### config.mk
export PLATFORM = sky130hd
export DESIGN_NAME = uart_echo_engine
export DESIGN_NICKNAME = d
export VERILOG_FILES = /design/src/rtl/uart_echo_engine.sv
export SDC_FILE = /design/constraint.sdc
export NUM_CORES = 1
export LEC_CHECK = 0
export CORE_MARGIN = 1
export CORE_UTILIZATION = 53
export CTS_BUF_LIST = sky130_fd_sc_hd__clkbuf_8 sky130_fd_sc_hd__clkbuf_16
export DETAILED_ROUTE_END_ITERATION = 16
export PLACE_DENSITY = 0.76
export SLEW_MARGIN = 10
export SYNTH_ARGS = -nofsm -noshare
export SYNTH_HDL_FRONTEND = slang
export SYNTH_SLANG_ARGS = --single-unit
### constraint.sdc
create_clock -name clk -period 3.75 [get_ports clk]
set_input_delay 0.75 -clock clk [delete_from_list [all_inputs] [get_ports clk]]
set_output_delay 0.75 -clock clk [all_outputs]
set_load 0.01 [all_outputs]
### src/rtl/uart_echo_engine.sv
// Echo core between the UART receiver and transmitter. It provides an internal circular
// buffer and four run-time modes: echo, upper-case, line-buffered and mute.
module uart_echo_engine #(
  parameter int          WIDTH    = 8,
  parameter int          LOGDEPTH = 4,
  parameter logic [7:0]  CR_CHAR  = 8'h0D
) (
  input  logic                clk,
  input  logic                rst_n,
  input  logic [1:0]          mode,
  input  logic [WIDTH-1:0]    rx_data,
  input  logic                rx_valid,
  output logic                rx_ready,
  output logic [WIDTH-1:0]    tx_data,
  output logic                tx_valid,
  input  logic                tx_ready,
  output logic [LOGDEPTH:0]   fifo_count,
  output logic [LOGDEPTH:0]   line_count,
  output logic [15:0]         drop_count
);

  localparam int DEPTH = 2**LOGDEPTH;

  typedef enum logic [1:0] {
    MODE_ECHO  = 2'b00,
    MODE_UPPER = 2'b01,
    MODE_LINE  = 2'b10,
    MODE_MUTE  = 2'b11
  } mode_e;

  mode_e                cur_mode;
  logic [WIDTH-1:0]     mem [DEPTH];
  logic [LOGDEPTH-1:0]  wr_ptr, wr_ptr_next;
  logic [LOGDEPTH-1:0]  rd_ptr, rd_ptr_next;
  logic [LOGDEPTH:0]    count, count_next;
  logic [LOGDEPTH:0]    line_cnt, line_cnt_next;
  logic                 flush, flush_next;
  logic [15:0]          drop_cnt;

  logic                 full, empty;
  logic                 accept, store, rel;
  logic                 cr_in, cr_out;
  logic [WIDTH-1:0]     store_data;

  assign cur_mode = mode_e'(mode);

  // The count never exceeds DEPTH, so its top bit is set exactly when the buffer is full.
  assign full  = count[LOGDEPTH];
  assign empty = (count == '0);

  assign tx_data    = mem[rd_ptr];
  assign fifo_count = count;
  assign line_count = line_cnt;
  assign drop_count = drop_cnt;

  always_comb begin
    rx_ready = !full;
    tx_valid = !empty;
    if (cur_mode == MODE_MUTE) begin
      rx_ready = 1'b1;
    end
    if (cur_mode == MODE_LINE) begin
      tx_valid = !empty && ((line_cnt != '0) || flush);
    end
  end

  always_comb begin
    store_data = rx_data;
    if ((cur_mode == MODE_UPPER) && (rx_data[7:0] >= 8'h61) && (rx_data[7:0] <= 8'h7A)) begin
      store_data[5] = 1'b0;
    end
  end

  assign accept = rx_valid && rx_ready;
  assign store  = accept && (cur_mode != MODE_MUTE);
  assign rel    = tx_valid && tx_ready;
  assign cr_in  = store && (store_data[7:0] == CR_CHAR);
  assign cr_out = rel && (tx_data[7:0] == CR_CHAR);

  always_comb begin
    wr_ptr_next   = wr_ptr;
    rd_ptr_next   = rd_ptr;
    count_next    = count;
    line_cnt_next = line_cnt;
    flush_next    = flush;

    if (store) begin
      wr_ptr_next = wr_ptr + LOGDEPTH'(1);
    end
    if (rel) begin
      rd_ptr_next = rd_ptr + LOGDEPTH'(1);
    end

    case ({store, rel})
      2'b10:   count_next = count + (LOGDEPTH+1)'(1);
      2'b01:   count_next = count - (LOGDEPTH+1)'(1);
      default: count_next = count;
    endcase

    case ({cr_in, cr_out})
      2'b10:   line_cnt_next = line_cnt + (LOGDEPTH+1)'(1);
      2'b01:   line_cnt_next = line_cnt - (LOGDEPTH+1)'(1);
      default: line_cnt_next = line_cnt;
    endcase

    // A full buffer with no terminator would stall LINE mode forever; drain it all instead.
    if (full && (line_cnt == '0)) begin
      flush_next = 1'b1;
    end
    if (count_next == '0) begin
      flush_next = 1'b0;
    end
  end

  always_ff @(posedge clk) begin
    if (!rst_n) begin
      wr_ptr   <= '0;
      rd_ptr   <= '0;
      count    <= '0;
      line_cnt <= '0;
      flush    <= 1'b0;
      drop_cnt <= '0;
    end else begin
      wr_ptr   <= wr_ptr_next;
      rd_ptr   <= rd_ptr_next;
      count    <= count_next;
      line_cnt <= line_cnt_next;
      flush    <= flush_next;
      if (accept && (cur_mode == MODE_MUTE) && (drop_cnt != '1)) begin
        drop_cnt <= drop_cnt + 16'd1;
      end
    end
  end

  always_ff @(posedge clk) begin
    if (store) begin
      mem[wr_ptr] <= store_data;
    end
  end

endmodule
; ---- Word level (Yosys, flattened, before mapping)
; Memories as Yosys holds them, arrays and structs flattened. A register that Yosys moved wholly into a read port is not among the register bits.
; Cells that the tools add are included.
[classes]
n_addsub = 7
magnitude_cmp = 2
eq_ne = 11
n_mux = 9
n_bitwise = 1
n_reduce_logical = 20
[op_table]
columns = op, count
row1 = $pmux W5 S2, 2
row2 = $add A16 B1 Y16 const B, 1
row3 = $eq A8 B4 Y1 const B, 2
row4 = $ne A16 B16 Y1 const B, 1
row5 = $logic_not A5 Y1, 3
row6 = $logic_and A1 B1 Y1, 11
row7 = $add A5 B1 Y5 const B, 2
row8 = $sub A5 B1 Y5 const B, 2
row9 = $add A4 B1 Y4 const B, 2
row10 = $eq A2 B2 Y1 const B, 4
row11 = $ge A8 B7 Y1 const B, 1
row12 = $le A8 B7 Y1 const B, 1
row13 = $mux W4, 2
row14 = $eq A2 B1 Y1 const B, 3
row15 = $mux W1, 5
row16 = $reduce_bool A5 Y1, 1
row17 = $logic_not A1 Y1, 2
row18 = $ne A2 B2 Y1 const B, 1
row19 = $reduce_bool A2 Y1, 1
row20 = $reduce_or A2 Y1, 1
row21 = $logic_or A1 B1 Y1, 1
row22 = $not A1 Y1, 1
[word_totals]
reg_bits = 35
ramBits = 128
input_bits = 14
wordCells = 57
mem_count = 1
[mem_list]
columns = name, words, width, rd, rd_ports_with_merged_regs, write_ports, line_no
row1 = mem, 16, 8, 1, 1, 1, 32  ; logic [WIDTH-1:0] mem [DEPTH];

; ---- Depth between registers and ports, before layout
[depth]
word_depth = 9
ltp_mapped = 15

; ---- Worst setup path before layout
; Ideal clock, no wire load.
[synth_path]
path_kind = register to register
start = reg (tool-made name)
end = reg line_cnt[4], in the netlist line_count[4]
setup_time_ns = 0.070
arrival_time_ns = 3.729
required_time_ns = 3.680
path_slack_ns = -0.049
path_stages_with_launch = 16
n_path_buf = 2
period_less_slack_ns = 3.799
path_cell_list = dfxtp_1 clkbuf_1 buf_2 mux4_2 a22oi_1 nand3_1 or4_4 nor4_2 ha_1 inv_1 fa_1 nor2b_1 o21ai_0 and3_1 or4_1 a21oi_1
[synth_lines]
columns = element, line_no
row1 = to (signal assigned), 127  ; line_cnt <= line_cnt_next;
row2 = to (decl), 36  ; logic [LOGDEPTH:0] line_cnt, line_cnt_next;

==> results.txt <==
The achievable clock frequency is around 260 MHz. The worst setup path category is reg -> reg. The H-tree was split into 4 levels.

The mapped netlist covers between 6000 and 7000 µm². The setup slack of the critical path after layout is -41.1 ps. The effective utilization at floorplan is between 50% and 60%. The largest net degree at the start of global routing is 24. The worst reg-to-reg path cell count is 14. The die height came out at roughly 120 µm. The number of max-slew violations in the final report came out at 0.

Setup violations remaining at the end of the flow were counted as 1. The region available for standard cell placement spans around 13000 µm². The checks that failed: setup timing. Walking the worst path, the cells encountered are buf_12 > mux4_2 > a22oi_2 > nand3_2 > or4_4 > nor4_4 > ha_2 > buf_4 > ha_1 > nor2b_4 > o21ai_2 > a21oi_2 > or4_1 > a21oi_1. The number of cells traversed by the worst hold path came out at 2.

In the layout the commonest cells are edfxtp_1, buf_4, nor2_1, clkdlybuf4s50_1, dfxtp_1. The run finished, with violations left. The average routed wire per standard cell came out at ~20 µm. The instance count after placement with tap cells included came out at 724.

The met3 wire length is approximately 960 µm. The initial antenna violation count came out at 0. In the final layout, the share of cells above drive strength 1 is 25.0%. Power spread over the standard cell area amounts to roughly 570 nW/µm². The post-route clock period utilization is 101%. The type of the most critical hold path is reg -> reg. The aggregate global-route resource usage came out at about a quarter. The maximum fanout along the worst path is 6. Leaving out fill and tap cells, the most frequent cell in the layout is edfxtp_1. After synthesis the netlist holds a flip-flop and latch count of roughly 170.

The largest incremental delay on the critical path is 550 ps. At the worst endpoint, the required time is 4100 ps. The count of hold-fix buffers inserted at cts is 0. The via density per instance is ~6. Across the run, the number of max-cap violations was 0. The synthesized netlist cell count came out at around 460. The total number of vias came out at between 4000 and 5000. STA puts the critical path data arrival time at between 4000 and 5000 ps. Clock tree synthesis inserted a total of 17 buffers.

The area occupied by multi-input gates came out at 2250 µm². The hold violation count in the final report was 0. The endpoint class of the critical path is a flip-flop. The worst clock skew is 9.25 ps. The worst setup path is launched from a flip-flop.

For this run the aggregate overflow at the end of global routing stands at 0. The number of nets in the layout is about 600. The detailed-route DRC error count came out at 0. The floorplan die width came out at around 120 µm. The final weighted congestion in routability-driven placement is between 0.8 and 0.9. The finished layout holds roughly 770 standard cells, fillers aside. During I/O placement, the number of pins put on the boundary was 50. The number of distinct library cell variants in the gate-level netlist after synthesis came out at 48. At the later pin of the worst-skew pair, clock insertion delay measures 420 ps. The number of synthesis warnings is 0. No sink is reached through more buffers than the 2 on the longest clock path. VDD sags by at most roughly 340 µV.

The final routed wirelength across all metal layers is about 16 mm. The synthesized area per cell is about 15 µm². The area growth from synthesis to final layout is 25.9%. The standard cell with the maximum stage delay on the critical path is or4_4. The total negative slack is -41.1 ps. The met1 layer wirelength in the final routing came out at about 6.4 mm. The number of antenna diodes in the final layout is 0. The net count of the mapped netlist came out at between 400 and 500. The met2 routed wirelength is around 8 mm.

The number of input and output port buffers inserted came out at between 40 and 50. The number of nets still failing antenna checks after routing came out at 0. The filler cell count in the final layout is around 870. The total clock sinks is around 170. Sequential elements use approximately 66% of the synthesized area. The clock period minus worst slack is 3790 ps. In this run the tightest slew margin relative to its limit is between 60 and 70%. The number of global-route vias before repair is ~4400.

The tree is rooted in a clkbuf_16. The HPWL reported at the end of detailed placement came out at between 10 and 15 mm. The cell leakage power is ~3 nW.

TritonCTS built the clock tree. The highest metal layer carrying signal wires in the routed design is met4. The global-route wire length before repair came out at between 20 and 25 mm. After clock tree synthesis, the clock-pin slew on the worst setup and hold paths is roughly 60 ps.

In the final layout, flip-flops and latches occupy between 4000 and 5000 µm². Setup repair after global routing could not meet its margin everywhere. The total number of placement rows came out at 41. The number of DRC violations after detailed-routing iteration 0 came out at just over 400. The number of iterations in the first detailed-routing pass came out at 5. The floorplan die area is approximately 14000 µm².

The transition time at the pin with the least slew margin is 514 ps.
-- logic make-up (layout without fill, tap and decap cells) --
kind of cell               Yosys count  after routing  share of synthesized area [%]
DFF                                167            167                           66.4
buffers and inverters               32            162                           1.92
and+or+nand+nor                    137            137                           9.89
muxes                               40             40                           11.7
adders and majority gates           16             16                           3.09
AOI/OAI and AO/OA                   54             54                           4.84
xor gates and xnor gates            17             17                           2.14
-- registers in the layout, summed over array words and instances (netlist names), named ones only --
signal / count
rd_ptr: 4
flush: 1
wr_ptr: 4
line_count: 5
fifo_count: 5
drop_count: 16
mem: 128
-- path summary, 6_finish.rpt --
path | startpoint | endpoint | slack [ps]
worst max register to register | flip-flop | line_count[4] | -40
worst min-delay path | drop_count[15] | drop_count[15] | 490
worst min register to register | drop_count[15] | drop_count[15] | 490
worst max-delay path | flip-flop | line_count[4] | -40
-- layer usage --
layer	up-vias	track usage [%]
met5	-	0
met4	0	8.86
met3	28	5.55
met2	183	40.9
met1	2255	32.7
li1	2018	-
-- stage by stage --
step / hold slack (ps) / utilization (%) / setup WS, ps / area (µm²) / power (mW)
after global placement: 478 / 63.4 / -247 / 8060 / 3.24
after detailed placement: 488 / 63.4 / -356 / 8060 / 3.27
after floorplan: 458 / - / 1.20 / 6960 / 2.80
after global routing: 516 / 68.9 / -155 / 8770 / 5.18
after CTS: 496 / 68.8 / 7.96 / 8750 / 5.01
final: 493 / 68.9 / -41.1 / 8770 / 4.98
-- timing repair --
| action | 4_1_cts | 5_1_grt |
|---|---|---|
| gates resized for setup | 13 | 3 |
| endpoints found under the setup margin | 1 | 4 |
| buffers inserted | 9 | 0 |
| pin swaps | 10 | 2 |
-- final cells by class --
type,count,share of cell area (%)
timing repair buffer,117,11.9
sequential,167,52.8
inverter,13,0.557
tap,172,2.46
clock buffer,18,5.01
clock inverter,14,1.57
multi-input combinational,264,25.7
-- Yosys cell counts (all sizes together) --
library cell,instances,area (µm²)
edfxtp,128,3840
nor2,49,184
dfxtp,39,781
mux4,33,743
a21oi,20,100
nand2,20,75.1
nand3,16,85.1
clkbuf,14,52.6
ha,14,175
inv,12,45.0
xnor2,9,78.8
nor3,8,40.0
o21ai,8,40.0
or4,8,63.8
xor2,8,70.1
mux2i,7,70.1
nand4,7,43.8
o22ai,6,37.5
o31ai,6,45.0
or3,6,37.5
buf,5,32.5
nor2b,5,31.3
a22oi,4,35.0
and3,4,25.0
nand2b,4,25.0
a21o,3,22.5
a211oi,2,15.0
and2,2,12.5
fa,2,40.0
nor4,2,18.8
or2,2,12.5
a211o,1,8.76
a22o,1,8.76
a41oi,1,8.76
and3b,1,8.76
clkinv,1,3.75
nand3b,1,7.51
nor3b,1,7.51
nor4bb,1,10.0
o211ai,1,7.51
o21a,1,7.51
-- power breakdown --
| part | internal, mW | switching [mW] | total (mW) | leakage (nW) |
|---|---|---|---|---|
| clock network | 0.992 | 0.702 | 1.69 | 0.283 |
| logic | 0.636 | 0.528 | 1.16 | 1.26 |
| registers | 2.06 | 0.0665 | 2.13 | 1.47 |
| total | 3.69 | 1.30 | 4.98 | 3.01 |
-- worst max-delay path: cells and delay by family (launching register included) --
family | cells | cell delay, ps
AOI/OAI and AO/OA | 4 | 610
DFF | 1 | 390
adders and majority gates | 2 | 470
muxes | 1 | 530
and+or+nand+nor | 5 | 1450
buffers and inverters | 2 | 250
(Power assumes the default switching activity.)
